### config.mk
export PLATFORM = sky130hd
export DESIGN_NAME = instr_decode_buffer
export DESIGN_NICKNAME = d
export VERILOG_FILES = /design/src/rtl/decode_pkg.sv /design/src/rtl/instr_decode_comb.sv /design/src/rtl/instr_decode_buffer.sv
export SDC_FILE = /design/constraint.sdc
export NUM_CORES = 1
export LEC_CHECK = 0
export CAP_MARGIN = 25
export CORE_MARGIN = 10
export CORE_UTILIZATION = 50
export CTS_BUF_LIST = sky130_fd_sc_hd__clkbuf_16
export DETAILED_ROUTE_END_ITERATION = 6
export GPL_TIMING_DRIVEN = 1
export PLACE_DENSITY = 0.76
export SLEW_MARGIN = 20
export SYNTH_ARGS = -nofsm -noshare
export SYNTH_HDL_FRONTEND = slang
export SYNTH_SLANG_ARGS = --single-unit
### constraint.sdc
create_clock -name clk -period 2.2 [get_ports clk]
set_clock_uncertainty 0.1 [all_clocks]
set_input_delay 0.66 -clock clk [delete_from_list [all_inputs] [get_ports clk]]
set_output_delay 0.66 -clock clk [all_outputs]
set_load 0.05 [all_outputs]
### src/rtl/decode_pkg.sv
// Shared decode definitions: ALU codes, result selects, opcodes, immediate formats
// and the FIFO entry type produced by the decoder.
package decode_pkg;

  localparam logic [4:0] ALU_ADD   = 5'b00000;
  localparam logic [4:0] ALU_SUB   = 5'b00001;
  localparam logic [4:0] ALU_AND   = 5'b00010;
  localparam logic [4:0] ALU_OR    = 5'b00011;
  localparam logic [4:0] ALU_SLL   = 5'b00100;
  localparam logic [4:0] ALU_SLT   = 5'b00101;
  localparam logic [4:0] ALU_XOR   = 5'b00110;
  localparam logic [4:0] ALU_SRL   = 5'b00111;
  localparam logic [4:0] ALU_SRA   = 5'b01000;
  localparam logic [4:0] ALU_SLTU  = 5'b01001;
  localparam logic [4:0] ALU_BEQ   = 5'b01010;
  localparam logic [4:0] ALU_BNE   = 5'b01011;
  localparam logic [4:0] ALU_BLT   = 5'b01100;
  localparam logic [4:0] ALU_BGE   = 5'b01101;
  localparam logic [4:0] ALU_BLTU  = 5'b01110;
  localparam logic [4:0] ALU_BGEU  = 5'b01111;
  localparam logic [4:0] ALU_LUI   = 5'b10000;
  localparam logic [4:0] ALU_AUIPC = 5'b10001;
  localparam logic [4:0] ALU_MUL   = 5'b10010;

  localparam logic [1:0] RES_ALU = 2'b00;
  localparam logic [1:0] RES_MEM = 2'b01;
  localparam logic [1:0] RES_PC4 = 2'b10;
  localparam logic [1:0] RES_CSR = 2'b11;

  localparam logic [6:0] OP_LOAD   = 7'b0000011;
  localparam logic [6:0] OP_IMM    = 7'b0010011;
  localparam logic [6:0] OP_AUIPC  = 7'b0010111;
  localparam logic [6:0] OP_STORE  = 7'b0100011;
  localparam logic [6:0] OP_REG    = 7'b0110011;
  localparam logic [6:0] OP_LUI    = 7'b0110111;
  localparam logic [6:0] OP_BRANCH = 7'b1100011;
  localparam logic [6:0] OP_JALR   = 7'b1100111;
  localparam logic [6:0] OP_JAL    = 7'b1101111;
  localparam logic [6:0] OP_SYSTEM = 7'b1110011;

  typedef enum logic [2:0] {
    IMM_NONE,
    IMM_I,
    IMM_S,
    IMM_B,
    IMM_J,
    IMM_U,
    IMM_Z
  } imm_fmt_e;

  typedef struct packed {
    logic [4:0]  rd;
    logic [4:0]  rs1;
    logic [4:0]  rs2;
    logic [31:0] imm;
    logic        reg_write;
    logic        mem_write;
    logic        mem_read;
    logic        alu_src;
    logic        branch;
    logic        jump;
    logic        csr_write;
    logic [1:0]  result_src;
    logic [4:0]  alu_control;
    logic [2:0]  csr_op;
    logic [2:0]  funct3;
    logic [3:0]  mem_strb;
    logic        illegal;
  } dec_ctrl_t;

  function automatic logic [31:0] gen_imm(input logic [31:0] instr, input imm_fmt_e fmt);
    logic [31:0] imm;
    case (fmt)
      IMM_I:   imm = {{20{instr[31]}}, instr[31:20]};
      IMM_S:   imm = {{20{instr[31]}}, instr[31:25], instr[11:7]};
      IMM_B:   imm = {{19{instr[31]}}, instr[31], instr[7], instr[30:25], instr[11:8], 1'b0};
      IMM_J:   imm = {{11{instr[31]}}, instr[31], instr[19:12], instr[20], instr[30:21], 1'b0};
      IMM_U:   imm = {instr[31:12], 12'd0};
      IMM_Z:   imm = {27'd0, instr[19:15]};
      default: imm = 32'd0;
    endcase
    return imm;
  endfunction

  // Shared funct3 -> ALU op mapping for register and immediate arithmetic
  function automatic logic [4:0] base_alu_op(input logic [2:0] funct3);
    logic [4:0] op;
    case (funct3)
      3'b000:  op = ALU_ADD;
      3'b001:  op = ALU_SLL;
      3'b010:  op = ALU_SLT;
      3'b011:  op = ALU_SLTU;
      3'b100:  op = ALU_XOR;
      3'b101:  op = ALU_SRL;
      3'b110:  op = ALU_OR;
      default: op = ALU_AND;
    endcase
    return op;
  endfunction

endpackage

### src/rtl/instr_decode_comb.sv
// Combinational RV32 decoder: raw instruction -> dec_ctrl_t FIFO entry.
// Define RV32M_EN to decode the M extension; otherwise funct7=0000001 is illegal.
module instr_decode_comb
  import decode_pkg::*;
(
  input  logic [31:0] instr,
  output dec_ctrl_t   ctrl
);

  logic [6:0] opcode;
  logic [2:0] funct3;
  logic [6:0] funct7;
  imm_fmt_e   fmt;
  logic       illegal;

  assign opcode = instr[6:0];
  assign funct3 = instr[14:12];
  assign funct7 = instr[31:25];

  always_comb begin
    ctrl        = '0;
    fmt         = IMM_NONE;
    illegal     = 1'b0;
    ctrl.rd     = instr[11:7];
    ctrl.rs1    = instr[19:15];
    ctrl.rs2    = instr[24:20];
    ctrl.funct3 = funct3;

    case (opcode)
      OP_REG: begin
        ctrl.reg_write = 1'b1;
        case (funct7)
          7'b0000000: ctrl.alu_control = base_alu_op(funct3);
          7'b0100000: begin
            if (funct3 == 3'b000) begin
              ctrl.alu_control = ALU_SUB;
            end else if (funct3 == 3'b101) begin
              ctrl.alu_control = ALU_SRA;
            end else begin
              illegal = 1'b1;
            end
          end
`ifdef RV32M_EN
          7'b0000001: ctrl.alu_control = ALU_MUL + {2'b00, funct3};
`endif
          default: illegal = 1'b1;
        endcase
      end

      OP_IMM: begin
        ctrl.reg_write   = 1'b1;
        ctrl.alu_src     = 1'b1;
        ctrl.alu_control = base_alu_op(funct3);
        fmt              = IMM_I;
        // Shift-immediates reuse funct7 as the arithmetic/logical selector
        if (funct3 == 3'b001 && funct7 != 7'b0000000) begin
          illegal = 1'b1;
        end
        if (funct3 == 3'b101) begin
          if (funct7 == 7'b0100000) begin
            ctrl.alu_control = ALU_SRA;
          end else if (funct7 != 7'b0000000) begin
            illegal = 1'b1;
          end
        end
      end

      OP_LOAD: begin
        ctrl.reg_write  = 1'b1;
        ctrl.mem_read   = 1'b1;
        ctrl.alu_src    = 1'b1;
        ctrl.result_src = RES_MEM;
        ctrl.mem_strb   = 4'b1111;
        fmt             = IMM_I;
        if (funct3 == 3'b011 || funct3[2:1] == 2'b11) begin
          illegal = 1'b1;
        end
      end

      OP_STORE: begin
        ctrl.mem_write = 1'b1;
        ctrl.alu_src   = 1'b1;
        fmt            = IMM_S;
        case (funct3)
          3'b000:  ctrl.mem_strb = 4'b0001;
          3'b001:  ctrl.mem_strb = 4'b0011;
          3'b010:  ctrl.mem_strb = 4'b1111;
          default: illegal = 1'b1;
        endcase
      end

      OP_BRANCH: begin
        ctrl.branch = 1'b1;
        fmt         = IMM_B;
        case (funct3)
          3'b000:  ctrl.alu_control = ALU_BEQ;
          3'b001:  ctrl.alu_control = ALU_BNE;
          3'b100:  ctrl.alu_control = ALU_BLT;
          3'b101:  ctrl.alu_control = ALU_BGE;
          3'b110:  ctrl.alu_control = ALU_BLTU;
          3'b111:  ctrl.alu_control = ALU_BGEU;
          default: illegal = 1'b1;
        endcase
      end

      OP_JAL: begin
        ctrl.reg_write  = 1'b1;
        ctrl.jump       = 1'b1;
        ctrl.alu_src    = 1'b1;
        ctrl.result_src = RES_PC4;
        fmt             = IMM_J;
      end

      OP_JALR: begin
        ctrl.reg_write  = 1'b1;
        ctrl.jump       = 1'b1;
        ctrl.alu_src    = 1'b1;
        ctrl.result_src = RES_PC4;
        fmt             = IMM_I;
      end

      OP_LUI: begin
        ctrl.reg_write   = 1'b1;
        ctrl.alu_src     = 1'b1;
        ctrl.alu_control = ALU_LUI;
        fmt              = IMM_U;
      end

      OP_AUIPC: begin
        ctrl.reg_write   = 1'b1;
        ctrl.alu_src     = 1'b1;
        ctrl.alu_control = ALU_AUIPC;
        fmt              = IMM_U;
      end

      OP_SYSTEM: begin
        // funct3 000/100 are ECALL/EBREAK-space or reserved: not handled here
        if (funct3[1:0] == 2'b00) begin
          illegal = 1'b1;
        end else begin
          ctrl.reg_write  = (instr[11:7] != 5'd0);
          ctrl.csr_write  = !(funct3[1] && instr[19:15] == 5'd0);
          ctrl.result_src = RES_CSR;
          ctrl.csr_op     = funct3;
          fmt             = funct3[2] ? IMM_Z : IMM_I;
        end
      end

      default: illegal = 1'b1;
    endcase

    if (instr[1:0] != 2'b11) begin
      illegal = 1'b1;
    end

    ctrl.imm = gen_imm(instr, fmt);

    if (illegal) begin
      ctrl.reg_write = 1'b0;
      ctrl.mem_write = 1'b0;
      ctrl.mem_read  = 1'b0;
      ctrl.csr_write = 1'b0;
      ctrl.branch    = 1'b0;
      ctrl.jump      = 1'b0;
    end
    ctrl.illegal = illegal;
  end

endmodule

### src/rtl/instr_decode_buffer.sv
// Decode stage: decodes on entry and queues decoded entries in a DEPTH-deep FIFO.
// Optional M-extension decode is enabled with the RV32M_EN macro.
module instr_decode_buffer
  import decode_pkg::*;
#(
  parameter int XLEN  = 32,
  parameter int DEPTH = 2,
  parameter int CNT_W = $clog2(DEPTH) + 1
) (
  input  logic             clk,
  input  logic             rst_n,
  input  logic             flush_i,
  input  logic             in_valid,
  output logic             in_ready,
  input  logic [31:0]      in_instr,
  input  logic [XLEN-1:0]  in_pc,
  output logic             out_valid,
  input  logic             out_ready,
  output logic [XLEN-1:0]  out_pc,
  output logic [4:0]       out_rd,
  output logic [4:0]       out_rs1,
  output logic [4:0]       out_rs2,
  output logic [XLEN-1:0]  out_imm,
  output logic             out_reg_write,
  output logic             out_mem_write,
  output logic             out_mem_read,
  output logic             out_alu_src,
  output logic             out_branch,
  output logic             out_jump,
  output logic             out_csr_write,
  output logic [1:0]       out_result_src,
  output logic [4:0]       out_alu_control,
  output logic [2:0]       out_csr_op,
  output logic [2:0]       out_funct3,
  output logic [3:0]       out_mem_strb,
  output logic             out_illegal,
  output logic [CNT_W-1:0] count_o
);

  localparam int PTR_W = (DEPTH > 1) ? $clog2(DEPTH) : 1;

  dec_ctrl_t        dec_ctrl;
  dec_ctrl_t        ctrl_arr [DEPTH];
  logic [XLEN-1:0]  pc_arr   [DEPTH];
  logic [PTR_W-1:0] wr_ptr_reg;
  logic [PTR_W-1:0] rd_ptr_reg;
  logic [CNT_W-1:0] count_reg;
  logic             push;
  logic             pop;
  dec_ctrl_t        head;
  logic [XLEN-1:0]  head_pc;

  instr_decode_comb u_decode (
    .instr (in_instr),
    .ctrl  (dec_ctrl)
  );

  assign in_ready  = (count_reg < CNT_W'(DEPTH));
  assign out_valid = (count_reg != '0);
  assign push      = in_valid && in_ready && !flush_i;
  assign pop       = out_valid && out_ready && !flush_i;
  assign count_o   = count_reg;

  genvar gi;
  generate
    for (gi = 0; gi < DEPTH; gi++) begin : g_entry
      dec_ctrl_t       ctrl_reg;
      logic [XLEN-1:0] pc_reg;

      always_ff @(posedge clk or negedge rst_n) begin
        if (!rst_n) begin
          ctrl_reg <= '0;
          pc_reg   <= '0;
        end else if (push && wr_ptr_reg == PTR_W'(gi)) begin
          ctrl_reg <= dec_ctrl;
          pc_reg   <= in_pc;
        end
      end

      assign ctrl_arr[gi] = ctrl_reg;
      assign pc_arr[gi]   = pc_reg;
    end
  endgenerate

  // Pointers wrap naturally because DEPTH is a power of two
  always_ff @(posedge clk or negedge rst_n) begin
    if (!rst_n) begin
      wr_ptr_reg <= '0;
      rd_ptr_reg <= '0;
      count_reg  <= '0;
    end else if (flush_i) begin
      wr_ptr_reg <= '0;
      rd_ptr_reg <= '0;
      count_reg  <= '0;
    end else begin
      if (push) begin
        wr_ptr_reg <= wr_ptr_reg + 1'b1;
      end
      if (pop) begin
        rd_ptr_reg <= rd_ptr_reg + 1'b1;
      end
      if (push && !pop) begin
        count_reg <= count_reg + 1'b1;
      end else if (pop && !push) begin
        count_reg <= count_reg - 1'b1;
      end
    end
  end

  // Empty buffer presents an all-zero bundle so stale entries never leak downstream
  assign head    = out_valid ? ctrl_arr[rd_ptr_reg] : '0;
  assign head_pc = out_valid ? pc_arr[rd_ptr_reg] : '0;

  assign out_pc          = head_pc;
  assign out_rd          = head.rd;
  assign out_rs1         = head.rs1;
  assign out_rs2         = head.rs2;
  assign out_imm         = XLEN'($signed(head.imm));
  assign out_reg_write   = head.reg_write;
  assign out_mem_write   = head.mem_write;
  assign out_mem_read    = head.mem_read;
  assign out_alu_src     = head.alu_src;
  assign out_branch      = head.branch;
  assign out_jump        = head.jump;
  assign out_csr_write   = head.csr_write;
  assign out_result_src  = head.result_src;
  assign out_alu_control = head.alu_control;
  assign out_csr_op      = head.csr_op;
  assign out_funct3      = head.funct3;
  assign out_mem_strb    = head.mem_strb;
  assign out_illegal     = head.illegal;

endmodule

==> results.md <==
* Outcome: complete, but fails checks
* Violated checks: setup timing
* CP most frequent cell: buf_12
* Min-delay worst type: flop to flop
* Vias in the first global route at 10,350
* First-pass GRT wire length at 57,160 um
* Pre-CTS WS at -668.8 ps
* Finished Layout Cells at roughly 1,800
* Hold Path Origin: ctrl_arr[62]
* R2r startpoint: count_o[1]
* NumNets Final at 1,561
* Critical path type: flop to output pin
* Power density over the cells at 777.3 nW/um^2
* DRT iter0 DRCs at 968
* HPWL Detailed at 23,090 um
* Reg2reg setup slack at 100 ps
* Required time of the critical path at 1440 ps
* CP Depth at 5
* DP Cell Count at roughly 1,700
* Most common cell after layout, fill and taps aside: nand2_1
* WHS Path Cells at 2
* Final Power at about 0.013 W
* Leakage at 7.231 nW
* Die width at 164.8 um
* FF-to-FF End: ctrl_arr[51]
* Synth Instances at 1,217
* Die Y at 164.8 um
* Hold Slack at 375.8 ps
* Syn_area_per_cell at 8.611 um^2
* DRC errors left at 0
* Final GP Congestion at 0.9332
* Clock sink total at 210
* Post-synth ARST share at 100.0%
* Warnings, synthesis at 0
* MaxCap Viol Count at 0
* Final setup margin at -499.7 ps
* Initial core utilization at about half
* WL final at 37,610 um
* #FFs+latches synth at between 200 and 250
* Critical path launch point type: flop
* Crit-path cells: buf_4 -> buf_12 -> mux2i_4 -> nor2_4 -> buf_12
* Mapped cell area at 10,480 um^2
* Clock Tree Root: clkbuf_16
* Post-synthesis simple-gate area fraction at 22.87%
* Post-route ant nets at 0
* Max Clock Freq at roughly 370 MHz
* Main combinational cell family by area after synthesis: simple AND/OR/NAND/NOR gates
* Multiplexer area fraction after synthesis at between 10% and 20%
* RSZ-0062 raised after global routing: true
* CTS tree: built
* CTS HTree Levels at 1
* EDFF count, synth at 0
* Layout area overhead at 58.30%
* Final-report hold violation count at 0
* Reg2Reg Depth at 6
* Crit path DAT at 1940 ps
* Clk_lat worst skew at 510 ps
* TritonRoute pass-1 iters at 7
* Relative slew margins at 73.44%
* CP Buf/Inv Count at 3
* Largest net degree at the start of global routing at 84
* Cts bufs inserted at 23
* Post-DR vias/cell at 5.779
* Top cell family by delay on the critical path: flip-flops
* Slowest-stage cell, CP: dfrtp_4
* Final setup viols at 105
* # rows at 52
* Worst-Margin Slew at 398.3 ps
* Vias at about 10,000
* Worst Hold Path EP: ctrl_arr[62]
* Commonest non-fill, non-tap cells in the layout: nand2_1, dfrtp_1, buf_4
* Antenna violations before repair at 0
* Worst Path Max Fanout at 19
* Synth Area in XOR/XNOR at less than 1%
* Max VDD drop at 0.0005513 V
* Syn Nets at about 1,300
* Worst-path clk slew at 60 ps
* Max reg flops at 142
* Routed len/inst at 21.20 um
* DIE AREA at between 20,000 and 30,000 um^2
* Port buffer count at 176
* Crit. End Element: output pin
* Unique masters post-synth at 58
* Grt total ovfl at 0
* Global Route Usage Sum at 26.31%
* CTS Buffer Depth at 3
* Min cycle time layout at around 2700 ps
* Antenna cells at 0
* Ys flop type: dfrtp_1
* Crit share post-route at 122.7%
* Fraction of layout cells with a size suffix above 1 at around a third
* CP max stage delay at 520 ps
* Core Box Area at 20,430 um^2
* Fraction of the mapped netlist area in adder cells at 0.3582%
* Compound-cell area share of the yosys netlist at 11.88%
* I/O pin count at between 150 and 200
* Pins Over Slew Limit at 0
* Register area share after synthesis at 50.14%
-- worst register-to-register path: cells and delay by family, from the launching register on --
| family | cells | cell delay, ps |
|---|---|---|
| flip-flops | 1 | 420 |
| AO/OA/AOI/OAI | 2 | 360 |
| buffers and inverters | 2 | 440 |
| AND/OR/NAND/NOR | 2 | 650 |
-- worst max-delay path by stage --
stage,to,startpoint
2_1_floorplan,out_jump,count_o[0]
3_3_place_gp,ctrl_arr[11],in_instr[31]
3_5_place_dp,ctrl_arr[83],in_instr[31]
4_1_cts,out_rs1[3],rd_ptr_reg
5_1_grt,out_pc[21],rd_ptr_reg
6_report,out_pc[16],rd_ptr_reg
-- layout make-up --
class                           instances  area, um^2
Multi-Input combinational cell        906        6045
Sequential cell                       210        5261
Timing Repair Buffer                  340        4233
Fill cell                            1149        3840
Clock buffer                           23       575.6
Tap cell                              270       337.8
Clock inverter                         17       100.1
Inverter                                8       37.54
-- per-layer routing --
layer	global-route usage [%]	vias to the layer above	part of all wire, %
met5	0	-	0
met4	6.924	0	2.7
met3	4.033	73	6.8
met2	45.16	474	50
met1	34.02	5077	40
li1	-	4628	-
-- synth_stat cells (2+ instances only) --
library cell  count  share of area (%)
a211oi_1          2               0.14
a31oi_1          26                1.6
nor3b_1           2               0.14
nor4_1            4               0.24
nand3_1           6               0.29
mux2i_1         109                 10
nor3_1            7               0.33
buf_2            23                1.1
a21oi_1          55                2.6
a32o_1            6               0.57
o22ai_2          10                1.2
o21bai_1          2               0.14
o21ai_1          16               0.76
dfrtp_1         210                 50
buf_1            15               0.54
o21a_1            3               0.21
or4_1             2               0.14
o21ai_0          53                2.5
a41o_1            2               0.19
and3_1            4               0.24
o31ai_1           2               0.14
nor2_1          170                6.1
a21o_1            2               0.14
a211o_1           2               0.17
and2_1            2               0.12
nand3b_1          2               0.14
nand2_1         368                 13
nor2b_1           2               0.12
o22ai_1          12               0.72
nand4_1           2               0.12
ha_1              3               0.36
xor2_1            4               0.33
inv_1             8               0.29
clkbuf_1         53                1.9
nand2b_1          5               0.30
-- power by group --
part           total (W)  switching, W  internal (W)
logic            0.00413       0.00227       0.00186
clock network    0.00354       0.00153       0.00200
registers        0.00523      0.000610       0.00462
total             0.0129       0.00441       0.00848
-- through the flow --
step           utilization [%]  setup TNS (ps)  area, um^2
3_5_place_dp             71.66          -60500       14640
3_3_place_gp             71.66          -57400       14640
2_1_floorplan                -           -1305       11180
5_1_grt                  81.20          -49180       16590
6_report                 81.20          -44470       16590
4_1_cts                  79.22          -43820       16180
-- what timing repair did --
item	in CTS	in global routing
setup endpoints to repair	107	152
hold endpoints to repair	8	0
setup buffers	15	4
pin swaps	6	7
cloned	9	3
resized for setup	115	75
hold buffers	1	0
-- logic make-up (layout without fill, tap and decap cells) --
logic type                 count (synthesis)  in the layout
AOI/OAI and AO/OA                        201            201
xor gates and xnor gates                   4              4
adders and majority gates                  3              3
buffers and inverters                    101            388
DFF                                      210            210
muxes                                    109            109
and+or+nand+nor                          589            589
No activity file was read; power rests on OpenSTA's default activity.
